**config.mk**
```make
export PLATFORM = sky130hd
export DESIGN_NAME = muldiv_seq
export DESIGN_NICKNAME = d
export VERILOG_FILES = /design/src/rtl/muldiv_seq.sv
export SDC_FILE = /design/constraint.sdc
export NUM_CORES = 1
export LEC_CHECK = 0
export BUFFER_PORTS_ARGS = -buffer_cell sky130_fd_sc_hd__buf_2
export CAP_MARGIN = 0
export CORE_AREA = 2 2 130 132
export DETAILED_ROUTE_END_ITERATION = 16
export DIE_AREA = 0 0 132 134
export GPL_TIMING_DRIVEN = 0
export PLACE_DENSITY = 0.68
export SLEW_MARGIN = 20
export SYNTH_ARGS = -nofsm -noshare
export SYNTH_HDL_FRONTEND = slang
export SYNTH_SLANG_ARGS = --single-unit
```
**constraint.sdc**
```tcl
create_clock -name clk -period 3.8 [get_ports clk]
set_clock_uncertainty 0.2 [all_clocks]
set_input_delay 0.76 -clock clk [delete_from_list [all_inputs] [get_ports clk]]
set_output_delay 0.76 -clock clk [all_outputs]
set_load 0.01 [all_outputs]
```
**src/rtl/muldiv_seq.sv**
```systemverilog
// muldiv_seq: sequencer for the shared HI/LO multiply/divide resources.
//
// Accepts MULT, DIV, MTHI and MTLO requests. It launches the external
// iterative multiplier or divider with a one-cycle start pulse, counts that
// unit's fixed latency, and then captures the result into HI/LO. While a run
// is in flight, any new HI/LO request or MFHI/MFLO read stalls the pipeline.
//
// Parameters
//   MULT_LAT  cycles from the start edge to a valid multiplier result (1..63)
//   DIV_LAT   cycles from the start edge to a valid divider result (1..63)
// Ports
//   clk, reset             clock; asynchronous active-high reset
//   op_valid/op_code       request: 00 MULT, 01 DIV, 10 MTHI, 11 MTLO
//   op_a, op_b             rs / rt operands
//   cancel                 pipeline flush: aborts a run, blocks acceptance
//   mf_req                 MFHI/MFLO in decode this cycle
//   unit_a, unit_b         operands forwarded to the datapaths
//   mult_start, div_start  datapath load pulses
//   mult_hi/lo, div_hi/lo  datapath results (divider: remainder, quotient)
//   op_ready, busy, stall  handshake and pipeline freeze
//   done, div0             one-cycle completion / divide-by-zero pulses
//   hi, lo                 architectural HI/LO registers
module muldiv_seq #(
  parameter int MULT_LAT = 32,
  parameter int DIV_LAT  = 32
) (
  input  logic        clk,
  input  logic        reset,
  input  logic        op_valid,
  input  logic [1:0]  op_code,
  input  logic [31:0] op_a,
  input  logic [31:0] op_b,
  input  logic        cancel,
  input  logic        mf_req,
  output logic [31:0] unit_a,
  output logic [31:0] unit_b,
  output logic        mult_start,
  output logic        div_start,
  input  logic [31:0] mult_hi,
  input  logic [31:0] mult_lo,
  input  logic [31:0] div_hi,
  input  logic [31:0] div_lo,
  output logic        op_ready,
  output logic        busy,
  output logic        stall,
  output logic        done,
  output logic        div0,
  output logic [31:0] hi,
  output logic [31:0] lo
);

  typedef enum logic [1:0] {IDLE, MRUN, DRUN} state_t;

  localparam logic [1:0] OP_MULT = 2'b00;
  localparam logic [1:0] OP_DIV  = 2'b01;
  localparam logic [1:0] OP_MTHI = 2'b10;
  localparam logic [1:0] OP_MTLO = 2'b11;

  localparam logic [5:0] MULT_CNT = 6'(MULT_LAT);
  localparam logic [5:0] DIV_CNT  = 6'(DIV_LAT);

  state_t      state_q, state_d;
  logic [5:0]  cnt_q, cnt_d;
  logic [31:0] hi_q, hi_d;
  logic [31:0] lo_q, lo_d;
  logic        done_q, done_d;
  logic        div0_q, div0_d;

  logic accept;
  logic b_zero;

  assign op_ready = (state_q == IDLE);
  // A flush in the same cycle drops the request rather than launching it.
  assign accept   = op_valid & op_ready & ~cancel;
  assign b_zero   = (op_b == 32'd0);

  assign unit_a     = op_a;
  assign unit_b     = op_b;
  assign mult_start = accept & (op_code == OP_MULT);
  assign div_start  = accept & (op_code == OP_DIV) & ~b_zero;

  assign busy  = (state_q != IDLE);
  // The capture cycle is still busy, so a reader waits one more cycle and
  // then sees the freshly written HI/LO.
  assign stall = busy & (op_valid | mf_req);

  assign done = done_q;
  assign div0 = div0_q;
  assign hi   = hi_q;
  assign lo   = lo_q;

  always_comb begin
    state_d = state_q;
    cnt_d   = cnt_q;
    hi_d    = hi_q;
    lo_d    = lo_q;
    done_d  = 1'b0;
    div0_d  = 1'b0;
    case (state_q)
      IDLE: begin
        if (accept) begin
          case (op_code)
            OP_MULT: begin
              state_d = MRUN;
              cnt_d   = MULT_CNT;
            end
            OP_DIV: begin
              if (b_zero) begin
                div0_d = 1'b1;
              end else begin
                state_d = DRUN;
                cnt_d   = DIV_CNT;
              end
            end
            OP_MTHI: hi_d = op_a;
            OP_MTLO: lo_d = op_a;
            default: ;
          endcase
        end
      end
      MRUN, DRUN: begin
        if (cancel) begin
          // Abandon the run; the datapath keeps going but is ignored.
          state_d = IDLE;
          cnt_d   = 6'd0;
        end else begin
          cnt_d = cnt_q - 6'd1;
          if (cnt_q == 6'd1) begin
            state_d = IDLE;
            done_d  = 1'b1;
            if (state_q == MRUN) begin
              hi_d = mult_hi;
              lo_d = mult_lo;
            end else begin
              hi_d = div_hi;
              lo_d = div_lo;
            end
          end
        end
      end
      default: begin
        state_d = IDLE;
        cnt_d   = 6'd0;
      end
    endcase
  end

  always_ff @(posedge clk or posedge reset) begin
    if (reset) begin
      state_q <= IDLE;
      cnt_q   <= 6'd0;
      hi_q    <= 32'd0;
      lo_q    <= 32'd0;
      done_q  <= 1'b0;
      div0_q  <= 1'b0;
    end else begin
      state_q <= state_d;
      cnt_q   <= cnt_d;
      hi_q    <= hi_d;
      lo_q    <= lo_d;
      done_q  <= done_d;
      div0_q  <= div0_d;
    end
  end

endmodule

```
==> run summary, run 1 <==
Outcome = finished, final reports clean
Wire length on met3 = 985 um
FF-to-FF End = hi[22]
Pwr per Cell Area = 771 nW/um2
Drc violations = 0
Clock root buffer = clkbuf_16
Max-cap viol count = 0
Initial DRC Count = 127
Share of cells above drive strength 1 = 0.573
DRT antenna net count = 0
Hold Buf Count CTS = 0
Vias per cell = 4.52
Syn avg cell area = 10.5 um2
Initial antenna violation count = 0
Largest net degree at the start of global routing = 44
Post-Syn Area = 4870 um2
Crit. End Element = output pin
RSZ-0062 raised after global routing = false
Vias in the first global route = 4,788
Yosys reg bits = 74
FF-to-FF Start = state_q[1]
Initial Utilization = 0.299
EDFF count, synth = 0
CTS clk-pin slew, worst paths = 0.06 ns
CP Data Arrival Time = 2.11 ns
Met1 WL = 6500 um
Placed cells = 1,018
Data required time of the worst path = 2.84 ns
Sequential share of the synthesized area = 0.380
Grt ovf = 0
Ys async rst share = 1.00
Metal2 WL = 8200 um
Hold Path Class = primary input to asynchronous set/reset pin
Final Hold Fails = 0
Distinct cell type count of the synthesized netlist = 39
Via Count = 4,669
PortBufs = 333
Synth-to-layout area growth = 47.3%
R2r setup slk = 0.96 ns
Ports = 334
GPL Wtd Cong = 0.806
TritonCTS buffer count = 9
Mapped Cells = 464
# resized after CTS = 0
Power Total = 0.00554 W
Worst-Skew Late Latency = 0.33 ns
Post-CTS setup buffers = 0
First-pass GRT wire length = 24,800 um
Fmax = 326 MHz
H-Tree Level Count = 3
Area share of the leading cell type in the synthesized netlist = 0.380
Core Box Area = 16,300 um2
Leak = 3.78 nW
Post-route setup TNS = 0 ns
Nets@finish = 1,013
Synth area leader = dfrtp_1
Clock sinks = 74
Clock Tree Buf Depth = 2
Slew Limit Fails = 0
ANT cells = 0
Row cnt = 47
Die span in x = 132 um
Most used flip-flop cell after synthesis = dfrtp_1
Final Cycle Share = 0.807
Router iterations before antenna repair = 4
Minimum clock period = 3.07 ns
Chip Height = 134 um
Worst slew margin = 0.464
Tightest Pin Transition = 0.804 ns
Top Metal Used = met4
Routed WL = 16,000 um
Worst R2R Path Depth = 7
Largest fanout on the critical path = 3
Number of warnings issued by yosys = 0
Post-DR wirelength/cell = 15.5 um
Final Non-Filler Cells = 1,033
DPL Wire Length = 13,100 um
Die ar. = 17,700 um2
CTS tree = yes
Total track usage = 0.181
Filler cells = 1,592
Critical path class = primary input to output pin
Syn_nets = 668
Final setup vio count = 0
Crit start category = primary input
Worst vdd ir = 365 uV
Synth top area cells = dfrtp_1 38%, mux2i_1 13%, buf_4 9.9%, mux2_4 9.2%, mux2_1 6.9%
critical path: stages:
cell	delay (ns)
buf_2	0.14
nor4_1	0.36
nand4_1	0.20
or2_2	0.36
nor2b_1	0.15
buf_2	0.14
stage by stage:
step	instance area, um2	util	hold WS [ns]	setup slack (ns)
6_report	7180	0.441	0.236	0.735
5_1_grt	7180	0.441	0.262	0.623
4_1_cts	7180	0.441	0.234	0.673
3_5_place_dp	6850	0.420	0.276	0.680
3_3_place_gp	6820	0.418	0.269	-0.0616
2_1_floorplan	4870	-	0.292	0.958
power by group:
part | internal, W | leakage [nW] | switching, W
Clock | 0.000638 | 0.163 | 0.000328
Sequential | 0.00118 | 0.877 | 0.000207
Combinational | 0.00145 | 2.74 | 0.00173
state kept, by name (all words and copies together) (netlist names):
signal   flops
hi          32
lo          32
cnt_q        6
state_q      2
div0         1
done         1
cells in the mapped netlist, types with 4 or more instances:
library cell  instances
dfrtp_1              74
a21oi_1              66
mux2i_1              65
buf_4                64
nor2_1               41
mux2_1               30
mux2_4               30
clkbuf_1             12
inv_1                 8
nor4_1                8
buf_2                 7
o21ai_0               7
buf_6                 6
ha_1                  5
nand2_1               5
mux2_2                4
nor3_1                4
final cells by class:
cell class | count | area (um2) | area share
Multi-Input combinational cell | 292 | 2360 | 0.329
Sequential cell | 74 | 1850 | 0.258
Timing Repair Buffer | 334 | 1690 | 0.236
Buffer | 90 | 632 | 0.0880
Tap cell | 220 | 275 | 0.0383
Clock buffer | 10 | 229 | 0.0319
Clock inverter | 5 | 104 | 0.0145
Inverter | 8 | 32.5 | 0.00453
cell families (layout without fill, tap and decap cells):
group | count (synthesis) | count (layout) | synth area share
buffers and inverters | 98 | 447 | 0.136
AO/OA/AOI/OAI | 86 | 86 | 0.0968
flip-flops | 74 | 74 | 0.380
adder cells (fa/ha/maj) | 5 | 5 | 0.0128
AND/OR/NAND/NOR | 72 | 72 | 0.0701
multiplexers | 129 | 129 | 0.304
layout by cell type, fill, tap and decap left out, drive strengths merged:
master / instances
nand3: 1
or2: 2
clkbuf: 22
a211oi: 2
dfrtp: 74
nor3: 5
o41ai: 1
a21oi: 66
nand2: 6
clkinv: 2
and2: 1
bufinv: 3
a21o: 1
nor4: 8
o31ai: 3
mux2i: 65
o21ai: 9
nand4: 2
buf: 412
nor2: 41
o32ai: 1
a31oi: 1
ha: 5
o32a: 1
nand3b: 1
nor2b: 2
inv: 8
mux2: 64
nand2b: 2
nor3b: 1
o2bb2ai: 1
worst max-delay path by stage:
stage	start	end	cells after the start
global placement	reset	hi[3]	2
floorplan	reset	cnt_q[0]	1
detailed placement	op_b[9]	div_start	6
CTS	op_b[9]	div_start	6
global route	op_b[9]	div_start	6
finish	op_b[9]	div_start	6
routing by layer:
layer / up-vias / track usage
met3: 20 / 0.0287
met4: 0 / 0.0713
met5: - / 0
met1: 2171 / 0.214
li1: 2265 / -
met2: 213 / 0.328
(Power assumes the default switching activity.)
==> run 2: changes to the inputs <==
--- a/config.mk
+++ b/config.mk
@@ -7,11 +7,11 @@
 export LEC_CHECK = 0
 export BUFFER_PORTS_ARGS = -buffer_cell sky130_fd_sc_hd__buf_2
 export CAP_MARGIN = 0
-export CORE_AREA = 2 2 130 132
+export CORE_AREA = 2 2 128 130
 export DETAILED_ROUTE_END_ITERATION = 16
-export DIE_AREA = 0 0 132 134
+export DIE_AREA = 0 0 130 132
 export GPL_TIMING_DRIVEN = 0
-export PLACE_DENSITY = 0.68
+export PLACE_DENSITY = 0.7
 export SLEW_MARGIN = 20
 export SYNTH_ARGS = -nofsm -noshare
 export SYNTH_HDL_FRONTEND = slang
==> constraint.sdc (replaced) <==
create_clock -name clk -period 2.84 [get_ports clk]
set_clock_uncertainty 0.2 [all_clocks]
set_input_delay 0.568 -clock clk [delete_from_list [all_inputs] [get_ports clk]]
set_output_delay 0.568 -clock clk [all_outputs]
set_load 0.01 [all_outputs]
==> run 2 against run 1 <==
Compared with the run above: critical path depth stayed put; routed wire length grew 0.39%; utilization up 1.6 points; power is 35% higher; clock power grew 36%; clock-buffer cell count unchanged; non-clock buffer count decreased by 1; largest cell class unchanged; largest power group unchanged.
==> run summary, run 2 (synthesis results as in run 1) <==
FF-to-FF End = hi[20]
Clock root buffer = clkbuf_16
Outcome = finished, final reports clean
Filler cells = 1,551
Die span in x = 130 um
Crit. End Element = output pin
Synth-to-layout area growth = 47.3%
Data required time of the worst path = 2.07 ns
Routed WL = 16,100 um
CTS clk-pin slew, worst paths = 0.06 ns
Minimum clock period = 2.65 ns
Final Cycle Share = 0.932
Clock Tree Buf Depth = 2
Power Total = 0.00745 W
Worst slew margin = 0.533
Worst vdd ir = 488 uV
DPL Wire Length = 13,100 um
Total track usage = 0.181
Grt ovf = 0
Router iterations before antenna repair = 4
Leak = 3.78 nW
DRT antenna net count = 0
Placed inst area = 6830 um2
Vias in the first global route = 4,695
FF-to-FF Start = state_q[1]
Share of cells above drive strength 1 = 0.579
TritonCTS buffer count = 9
Worst-Skew Late Latency = 0.33 ns
Slew Limit Fails = 0
Via Count = 4,687
Largest fanout on the critical path = 7
PortBufs = 333
Crit start category = flop
Max-cap viol count = 0
Crit-path cells = inv_1, ha_1, inv_1, nor2_1, a211oi_2, buf_2
Critical path class = flop to output pin
Fmax = 378 MHz
Clock sinks = 74
Nets@finish = 1,012
H-Tree Level Count = 3
Ports = 334
R2r setup slk = 0.23 ns
Worst R2R Path Depth = 7
Max stage delay on crit path = 0.39 ns
Area taken by multi-input logic gates = 2370 um2
First-pass GRT wire length = 23,900 um
Critical-path top delay cell = dfrtp_1
FF+latch area = 1850 um2
Placed cells = 1,014
Drc violations = 0
Final Hold Fails = 0
Hold Path Class = primary input to asynchronous set/reset pin
Initial antenna violation count = 0
Post-CTS setup buffers = 0
Worst setup path endpoint = mult_start
CTS tree = yes
CP most frequent cell = inv_1
Final setup vio count = 0
Post-DR wirelength/cell = 15.7 um
Most common cell after layout, fill and taps aside = buf_2
Die ar. = 17,200 um2
Fin util = 0.457
Initial Utilization = 0.310
Initial DRC Count = 150
Post-route setup TNS = 0 ns
Final Non-Filler Cells = 1,028
Row cnt = 46
Core Box Area = 15,700 um2
Pwr per Cell Area = 1040 nW/um2
ANT cells = 0
Tightest Pin Transition = 0.700 ns
Fin area = 7180 um2
RSZ-0062 raised after global routing = false
Largest net degree at the start of global routing = 42
Commonest cells after routing, fill and taps aside = 341 x buf_2, 74 x dfrtp_1, 66 x a21oi_1
CP Data Arrival Time = 1.88 ns
Vias per cell = 4.56
Crit. Startpoint = state_q[1]
Chip Height = 132 um
GPL Wtd Cong = 0.849
Hold Buf Count CTS = 0
## run 2: cell types whose count changed in the layout (fill, tap and decap cells not counted)
| cell | delta |
|---|---|
| clkbuf_1 | -2 |
| ha_2 | +1 |
| buf_16 | -1 |
| a211oi_2 | +1 |
| ha_1 | -1 |
| buf_12 | +1 |
| buf_1 | -1 |
| clkinv_4 | -1 |
| clkinvlp_4 | +1 |
| a211oi_1 | -1 |
| buf_2 | +1 |
| clkbuf_8 | +1 |
## run 2: metrics by stage
step                      hold slack, ns  setup WS (ns)
after detailed placement           0.276        -0.0726
after global placement             0.270         -0.762
final                             0.0544          0.192
after CTS                         0.0537         0.0973
after floorplan                    0.292          0.190
after global routing              0.0800         0.0104
## run 2: timing repair
item / in CTS / in global routing
gates resized for setup: 1 / 2
endpoints found under the hold margin: 0 / 0
setup endpoints to repair: 38 / 2
cloned: 0 / 0
## run 2: worst min path at each step
stage | startpoint | end | slack (ns) | cells after the start
5_1_grt | reset | lo[18] | 0.08 | 2
3_5_place_dp | hi[15] | hi[15] | 0.28 | 1
3_3_place_gp | hi[24] | hi[24] | 0.27 | 1
6_report | reset | lo[17] | 0.05 | 2
4_1_cts | reset | lo[17] | 0.05 | 2
2_1_floorplan | cnt_q[5] | cnt_q[5] | 0.29 | 2
## run 2: area by class of cell
cell class,count,area share
clock inverter,5,0.0143
tap,216,0.0376
buffer,89,0.0877
timing repair buffer,334,0.235
sequential,74,0.258
multi-input combinational,292,0.330
inverter,8,0.00453
clock buffer,10,0.0333
## run 2: metal layers
layer | vias up | GRT usage | wire length [um]
li1 | 2266 | - | -
met1 | 2181 | 0.219 | 6820
met2 | 226 | 0.325 | 8010
met3 | 14 | 0.0235 | 1020
met4 | 0 | 0.0627 | 238
met5 | - | 0 | 0
## run 2: critical path, delay by kind of cell (launching register included)
kind                       cells  cell delay (ns)
AOI/OAI and AO/OA              1             0.26
adders and majority gates      1             0.28
buffers and inverters          3             0.50
DFF                            1             0.39
and+or+nand+nor                1             0.12
## run 2: where the power goes
group	switching (W)	total (W)	internal [W]
clock	0.000436	0.00131	0.000875
sequential	0.000280	0.00186	0.00158
combinational	0.00233	0.00428	0.00195
